## src/rtl/ir_sequencer.sv

```systemverilog
// Fetch/execute sequencer driving the instruction register's load and bus-enable pins,
// the PC fetch strobes and the microcode ROM address.
module ir_sequencer #(
    parameter int TMAX = 7
) (
    input  logic        clk,
    input  logic        reset,
    input  logic        stall,
    input  logic        halt_req,
    input  logic        u_end,
    input  logic [1:0]  u_imm_sel,
    input  logic [15:0] ir_value,
    output logic        ir_load,
    output logic        ir_enl,
    output logic        ir_enh,
    output logic        pc_to_ar,
    output logic        pc_inc,
    output logic [2:0]  tstate,
    output logic [10:0] uaddr,
    output logic        halted,
    output logic        overrun,
    output logic [15:0] instr_count
);

    typedef enum logic [1:0] {FETCH0, FETCH1, EXEC, HALTED} state_t;

    localparam logic [2:0] TLAST = 3'(TMAX);

    state_t      state;
    logic [2:0]  tstate_q;
    logic [15:0] count_q;
    logic        overrun_q;
    logic        retire;
    logic        unused_ir_low;

    // An instruction ends on its own u_end or is cut off at the last T-state.
    assign retire = (state == EXEC) && (u_end || (tstate_q == TLAST));

    always_ff @(posedge clk) begin
        if (reset) begin
            state     <= FETCH0;
            tstate_q  <= 3'd0;
            count_q   <= 16'd0;
            overrun_q <= 1'b0;
        end else if (!stall) begin
            case (state)
                FETCH0: begin
                    state    <= FETCH1;
                    tstate_q <= 3'd1;
                end
                FETCH1: begin
                    state    <= EXEC;
                    tstate_q <= 3'd2;
                end
                EXEC: begin
                    if (tstate_q == TLAST && !u_end) begin
                        overrun_q <= 1'b1;
                    end
                    if (retire) begin
                        count_q  <= count_q + 16'd1;
                        tstate_q <= 3'd0;
                        state    <= halt_req ? HALTED : FETCH0;
                    end else begin
                        tstate_q <= tstate_q + 3'd1;
                    end
                end
                HALTED: begin
                    tstate_q <= 3'd0;
                    if (!halt_req) begin
                        state <= FETCH0;
                    end
                end
                default: begin
                    state    <= FETCH0;
                    tstate_q <= 3'd0;
                end
            endcase
        end
    end

    // Strobes are decoded from registered state and suppressed for the whole stalled cycle.
    always_comb begin
        ir_load  = 1'b0;
        ir_enl   = 1'b0;
        ir_enh   = 1'b0;
        pc_to_ar = 1'b0;
        pc_inc   = 1'b0;
        if (!stall) begin
            case (state)
                FETCH0: begin
                    pc_to_ar = 1'b1;
                    pc_inc   = 1'b1;
                end
                FETCH1: ir_load = 1'b1;
                EXEC: begin
                    ir_enl = (u_imm_sel == 2'b01);
                    ir_enh = (u_imm_sel == 2'b10);
                end
                default: ;
            endcase
        end
    end

    assign unused_ir_low = ^ir_value[7:0];
    assign tstate        = tstate_q;
    assign uaddr         = {ir_value[15:8], tstate_q};
    assign halted        = (state == HALTED);
    assign overrun       = overrun_q;
    assign instr_count   = count_q;

endmodule

```

## config.mk

```make
export PLATFORM = sky130hd
export DESIGN_NAME = ir_sequencer
export DESIGN_NICKNAME = d
export VERILOG_FILES = /design/src/rtl/ir_sequencer.sv
export SDC_FILE = /design/constraint.sdc
export NUM_CORES = 1
export LEC_CHECK = 0
export CORE_ASPECT_RATIO = 2
export CORE_MARGIN = 2
export CORE_UTILIZATION = 42
export DETAILED_ROUTE_END_ITERATION = 8
export PLACE_DENSITY_LB_ADDON = 0.1
export SYNTH_ARGS = -nofsm -noshare
export SYNTH_HDL_FRONTEND = slang
export SYNTH_SLANG_ARGS = --single-unit
```

## constraint.sdc

```tcl
create_clock -name clk -period 5.4 [get_ports clk]
set_input_delay 0.54 -clock clk [delete_from_list [all_inputs] [get_ports clk]]
set_output_delay 0.54 -clock clk [all_outputs]
set_load 0.02 [all_outputs]
```

==> results of run 1 <==
layout make-up:
cell class	count	area, um^2
Fill cell	284	1216
Sequential cell	22	440.4
Multi-Input combinational cell	100	599.3
Inverter	5	18.77
Timing Repair Buffer	35	350.3
Tap cell	29	36.28
Clock buffer	3	41.29
stage by stage:
| stage | instances | total power, mW | hold slack (ns) | setup slack, ns | utilization, % |
|---|---|---|---|---|---|
| CTS | 194 | 0.3073 | 0.4944 | 2.221 | 55.00 |
| finish | 194 | 0.3030 | 0.4932 | 2.225 | 55.00 |
| global route | 194 | 0.3173 | 0.5292 | 2.123 | 55.00 |
| floorplan | 145 | 0.2020 | 0.5631 | 3.167 | - |
| detailed placement | 191 | 0.2065 | 0.4667 | 2.226 | 53.47 |
| global placement | 191 | 0.2060 | 0.4587 | 2.254 | 53.47 |
worst min-delay path: stages, from the launching register on:
cell,delay [ns]
dfxtp_1,0.34
a31oi_1,0.05
nor2_1,0.07
power groups by stage:
stage               clock network, mW  logic, mW  registers, mW
global placement                    0     0.0340          0.172
floorplan                           0     0.0308          0.171
CTS                             0.105     0.0344          0.168
finish                          0.100     0.0341          0.169
detailed placement                  0     0.0342          0.172
global route                    0.111     0.0373          0.169
logic make-up after synthesis:
group | share of synthesized area (%)
and+or+nand+nor | 28.62
buffers and inverters | 11.59
DFF | 37.45
AOI/OAI and AO/OA | 10.43
xor gates and xnor gates | 5.958
muxes | 2.766
adders and majority gates | 3.192
layer usage:
layer  vias to the layer above  routed length, um  GRT usage [%]
met5                         -                  0              0
met4                         0                 53          8.710
met3                         4                119          2.955
met2                        38               1368          32.50
met1                       511               1058          17.73
li1                        535                  -              -
sequential cells by signal, summed over array words and instances, names as in the netlist:
| register | cells |
|---|---|
| instr_count | 16 |
| overrun | 1 |
| state | 2 |
| tstate | 3 |
cells in the final DEF (no fill, tap or decap), drive strengths merged, types with 2 or more instances in the layout:
cell / instances
xnor2: 6
clkdlybuf4s50: 35
nor2: 23
clkbuf: 3
nor4: 5
a22oi: 2
nor3b: 4
or3: 3
or2: 2
mux2: 2
a21oi: 8
dfxtp: 22
xor2: 2
o21ai: 6
nand4: 5
inv: 5
ha: 3
nand3: 5
nor2b: 2
nor3: 4
nand2: 7
or4: 2
worst max path at each step:
stage / to / cells past startpoint
6_report: ir_enl / 4
5_1_grt: ir_enh / 4
4_1_cts: ir_enh / 4
3_5_place_dp: ir_enl / 4
3_3_place_gp: ir_enl / 4
2_1_floorplan: ir_enl / 3
==> run_results.csv, run 1 <==
group,metric,value,unit
sta,rsz0062_at_grt,"false",
yosys,synth.largest_area_cell,"dfxtp_1",
clocking,clock_sinks,22,
worst_hold_path,holdPathEnd,"overrun",
power,leakage_power_total,0.4905,nW
setup_path,cp.buffers_inverters,2,
sta,maxSlewViolCount,0,
yosys,syn-instance-count,145,
placed_design,globalplace.congestion,0.7590,
power,switchingPower,0.07258,mW
floorplan,floorplan.die.width,41.42,um
detailed_routing,drc_violation_count_after_routing,0,
floorplan,core.rowCount,27,
setup_path,worst_path_max_delay_cell,"clkdlybuf4s50_1",
sta,slew_headroom,42.55,%
setup_path,timing.critical_path.fanout_max,12,
sta,layout_min_cycle_time,3.175,ns
detailed_routing,firstDrtPassIters,6,
clocking,insertion_delay,0.26,ns
clocking,tritoncts,"yes",
layout,area_growth_syn_to_layout,26.38,%
floorplan,io_pins,60,
setup_path,worstPathCellList,"clkdlybuf4s50_1 -> or3b_1 -> nor3b_1 -> clkdlybuf4s50_1",
detailed_routing,post_drt_wl_per_cell,13.40,um
detailed_routing,drt.antenna.violating_nets,0,
global_route,grt_pass1_wl,4574,um
yosys,mean_post_synth_cell_area,8.111,um^2
sta,fmax,0.3149,GHz
setup_path,cp_data_arrival_time,2.64,ns
power,clkPwrFrac,33.1,%
clocking,cts.root.buffer_cell,"clkbuf_8",
clocking,maximum_clock_insertion_buffer_count,2,
setup_path,cpLargestDelayFamily,"buffers and inverters",
setup_path,worst_reg2reg_setup_slack,3.14,ns
yosys,mappedNetlistNets,171,
yosys,synth-seq-cells,22,
layout,final_nets,193,
sta,fin_tns_setup,0,ns
layout,drive_above_1_share,4.242,%
floorplan,die_h,78.84,um
layout,antenna_cells_inserted,0,
placed_design,port_buffers,35,
sta,min_period_over_period,58.80,%
detailed_routing,wirelength,2599,um
yosys,post_synthesis_instance_area,0.001176,mm^2
global_route,initial_antenna_violation_count,0,
setup_path,critical_path.endpoint_type,"primary output",
power,pwr-share-comb,11.3,%
clocking,post-cts-setup-buffers,0,
detailed_routing,num_vias,1088,
yosys,yosysSeqAreaShare,37.45,%
status,run_status,"completed",
clocking,ctsResizeCount,0,
setup_path,critical-path-top-cell-by-count,"clkdlybuf4s50_1",
yosys,synth-edff-count,0,
setup_path,worstPathRequired,4.86,ns
global_route,grt_usage,17.35,%
setup_path,ff_to_ff_path_depth,4,
global_route,grt_pass1_vias,1118,
global_route,grt_overflow_total,0,
power,p_seq_share,55.7,%
setup_path,setup.worst_path.start,"stall",
layout,design_area,0.001486,mm^2
clocking,clkTransAtPathRegs,0.08,ns
placed_design,dp_hpwl,1930,um
detailed_routing,detail_route.vias_per_cell,5.608,
yosys,async_reset_ff_share,0,%
worst_hold_path,path_type_of_the_worst_min_delay_path,"flop to flop",
yosys,yosys-top-cells-count,"nor2_1, dfxtp_1, buf_4, a21oi_1, nand2_1",
setup_path,critPathKind,"input pin to primary output",
yosys,synth-main-ff-cell,"dfxtp_1",
power,cellInternalPower,0.2304,mW
power,max_rail_drop_vdd,112.8,uV
clocking,cts_hold_buf,0,
floorplan,die_area,0.003265,mm^2
yosys,unique_cell_type_count_in_the_yosys_netlist,34,
sta,least_margin_pin_slew,0.8590,ns
worst_hold_path,worstHoldPathCells,2,
floorplan,floorplan.core_area,0.002703,mm^2
power,power_per_cell_area,203.8,mW/mm^2
job,cap_violations,0,
global_route,grt_start_max_net_pins,25,
sta,setup_viol,0,
sta,worst_setup_skew_after_layout,0.001161,ns
placed_design,placed_area,0.001445,mm^2
sta,timing_hold_violations_final,0,
floorplan,initial_utilization,43.52,%
clocking,ctsHtreeMaxLevel,1,
setup_path,worstSetupStartpointType,"input pin",
power,switching_share,23.95,%
setup_path,r2r-start,"state[1]",
worst_hold_path,hold_path_startpoint,"overrun",
setup_path,max_stage_delay,0.64,ns
yosys,synth.area.top_cells,"dfxtp_1, buf_4, nor2_1, xnor2_1, a21oi_1",
yosys,warnings_synthesis,0,
yosys,synth_largest_type_area_fraction,37.45,%
clocking,cts_buffers,3,
detailed_routing,dr.first_iter.drc_count,21,
setup_path,rr_endpoint,"instr_count[10]",
yosys,yosysMostFrequentCell,"nor2_1",
(Power assumes the default switching activity.)
==> inputs of run 2 (changes only) <==
--- a/config.mk
+++ b/config.mk
@@ -7,7 +7,7 @@
 export LEC_CHECK = 0
 export CORE_ASPECT_RATIO = 2
 export CORE_MARGIN = 2
-export CORE_UTILIZATION = 42
+export CORE_UTILIZATION = 39
 export DETAILED_ROUTE_END_ITERATION = 8
 export PLACE_DENSITY_LB_ADDON = 0.1
 export SYNTH_ARGS = -nofsm -noshare
==> constraint.sdc (replaced) <==
create_clock -name clk -period 3.1 [get_ports clk]
set_input_delay 0.31 -clock clk [delete_from_list [all_inputs] [get_ports clk]]
set_output_delay 0.31 -clock clk [all_outputs]
set_load 0.02 [all_outputs]
==> run_results.csv, run 2 (same netlist as run 1, synthesis figures left out) <==
group,metric,value,unit
floorplan,core.rowCount,28,
clocking,cts_hold_buf,0,
layout,area_growth_syn_to_layout,28.40,%
setup_path,critPathKind,"flop to primary output",
job,cap_violations,0,
detailed_routing,dr.first_iter.drc_count,13,
power,max_rail_drop_vdd,272.6,uV
clocking,clock_sinks,22,
clocking,ctsResizeCount,0,
placed_design,port_buffers,35,
sta,rsz0062_at_grt,"false",
detailed_routing,drc_violation_count_after_routing,0,
sta,min_period_over_period,76.17,%
layout,regArea,440.4,um^2
layout,area_of_the_multi_input_gates,599.3,um^2
sta,timing_hold_violations_final,0,
placed_design,globalplace.congestion,0.7561,
setup_path,cp_data_arrival_time,2.05,ns
layout,flip_flop_count_of_the_largest_register_all_copies_and_words_added,16,
sta,layout_min_cycle_time,2.361,ns
detailed_routing,post_drt_wl_per_cell,13.68,um
global_route,grt_start_max_net_pins,16,
clocking,cts_buffers,3,
layout,design_area,0.001510,mm^2
global_route,grt_pass1_vias,1056,
global_route,initial_antenna_violation_count,0,
global_route,grt_pass1_wl,4436,um
detailed_routing,firstDrtPassIters,4,
sta,setup_viol,0,
layout,antenna_cells_inserted,0,
setup_path,worstPathRequired,2.79,ns
layout,layout.filler_cells,288,
worst_hold_path,path_type_of_the_worst_min_delay_path,"flop to flop",
sta,slew_headroom,62.03,%
layout,drive_above_1_share,5.952,%
sta,fin_worst_hold_slack,0.4869,ns
clocking,maximum_clock_insertion_buffer_count,2,
floorplan,initial_utilization,40.45,%
detailed_routing,num_vias,1086,
placed_design,placed_area,0.001469,mm^2
floorplan,die_area,0.003498,mm^2
floorplan,die_h,81.66,um
clocking,post-cts-setup-buffers,0,
sta,fin_tns_setup,0,ns
clocking,cts.root.buffer_cell,"clkbuf_8",
sta,maxSlewViolCount,0,
sta,fmax,0.4235,GHz
global_route,grt_usage,16.55,%
detailed_routing,drt.antenna.violating_nets,0,
power,post-layout-total-power,0.5312,mW
clocking,insertion_delay,0.26,ns
power,leakage_power_total,0.5043,nW
layout,mostFrequentLayoutCells,"clkdlybuf4s50_1, nor2_1, dfxtp_1",
floorplan,floorplan.core_area,0.002908,mm^2
detailed_routing,wirelength,2708,um
placed_design,dp_hpwl,2102,um
setup_path,worstSetupStartpointType,"flop",
power,power_per_cell_area,351.7,mW/mm^2
floorplan,floorplan.die.width,42.83,um
global_route,grt_overflow_total,0,
layout,layout.cells.most_common,"clkdlybuf4s50_1",
layout,final_nets,196,
clocking,ctsHtreeMaxLevel,1,
sta,worst_setup_skew_after_layout,0.005493,ns
setup_path,critical_path.endpoint_type,"primary output",
sta,least_margin_pin_slew,0.5678,ns
floorplan,io_pins,60,
setup_path,timing.critical_path.fanout_max,9,
detailed_routing,detail_route.vias_per_cell,5.485,
status,run_status,"completed",
clocking,tritoncts,"yes",
clocking,clkTransAtPathRegs,0.08,ns
## run 2: cell count changes in the layout (fill, tap and decap cells not counted), sizes merged
cell / change
buf: +3
## run 2: power by group
| group | internal, mW | total, mW | switching [mW] |
|---|---|---|---|
| Clock | 0.0866 | 0.176 | 0.0889 |
| Sequential | 0.287 | 0.294 | 0.00697 |
| Combinational | 0.0304 | 0.0621 | 0.0317 |
| Total | 0.404 | 0.531 | 0.128 |
## run 2: path summary, 6_finish.rpt
check | from | to | slack (ns) | cells past startpoint
worst max register to register | state[1] | instr_count[15] | 0.88 | 4
worst min-delay path | overrun | overrun | 0.49 | 2
worst max-delay path | state[1] | ir_enl | 0.74 | 3
worst min register to register | overrun | overrun | 0.49 | 2
## run 2: metal layers
layer	track usage (%)	part of all wire [%]
met5	0	0
met4	10.63	1.6
met3	3.297	4.1
met2	30.30	56
met1	16.35	38
## run 2: layout make-up
class	count	area share, %
sequential	22	29.16
inverter	5	1.243
tap	30	2.485
multi-input combinational	100	39.69
clock buffer	3	2.734
timing repair buffer	38	24.69
## run 2: critical path: stages (launching register included)
cell and delay (ns):
dfxtp_1 0.48, or3b_1 0.47, nor3b_1 0.22, clkdlybuf4s50_1 0.63
## run 2: stage by stage
| stage | setup WS, ns | cells | util (%) |
|---|---|---|---|
| floorplan | 1.096 | 145 | - |
| detailed placement | 0.6187 | 195 | 50.52 |
| finish | 0.7388 | 198 | 51.94 |
| global route | 0.5659 | 198 | 51.94 |
| global placement | 0.6729 | 195 | 50.52 |
| CTS | 0.7086 | 198 | 51.94 |
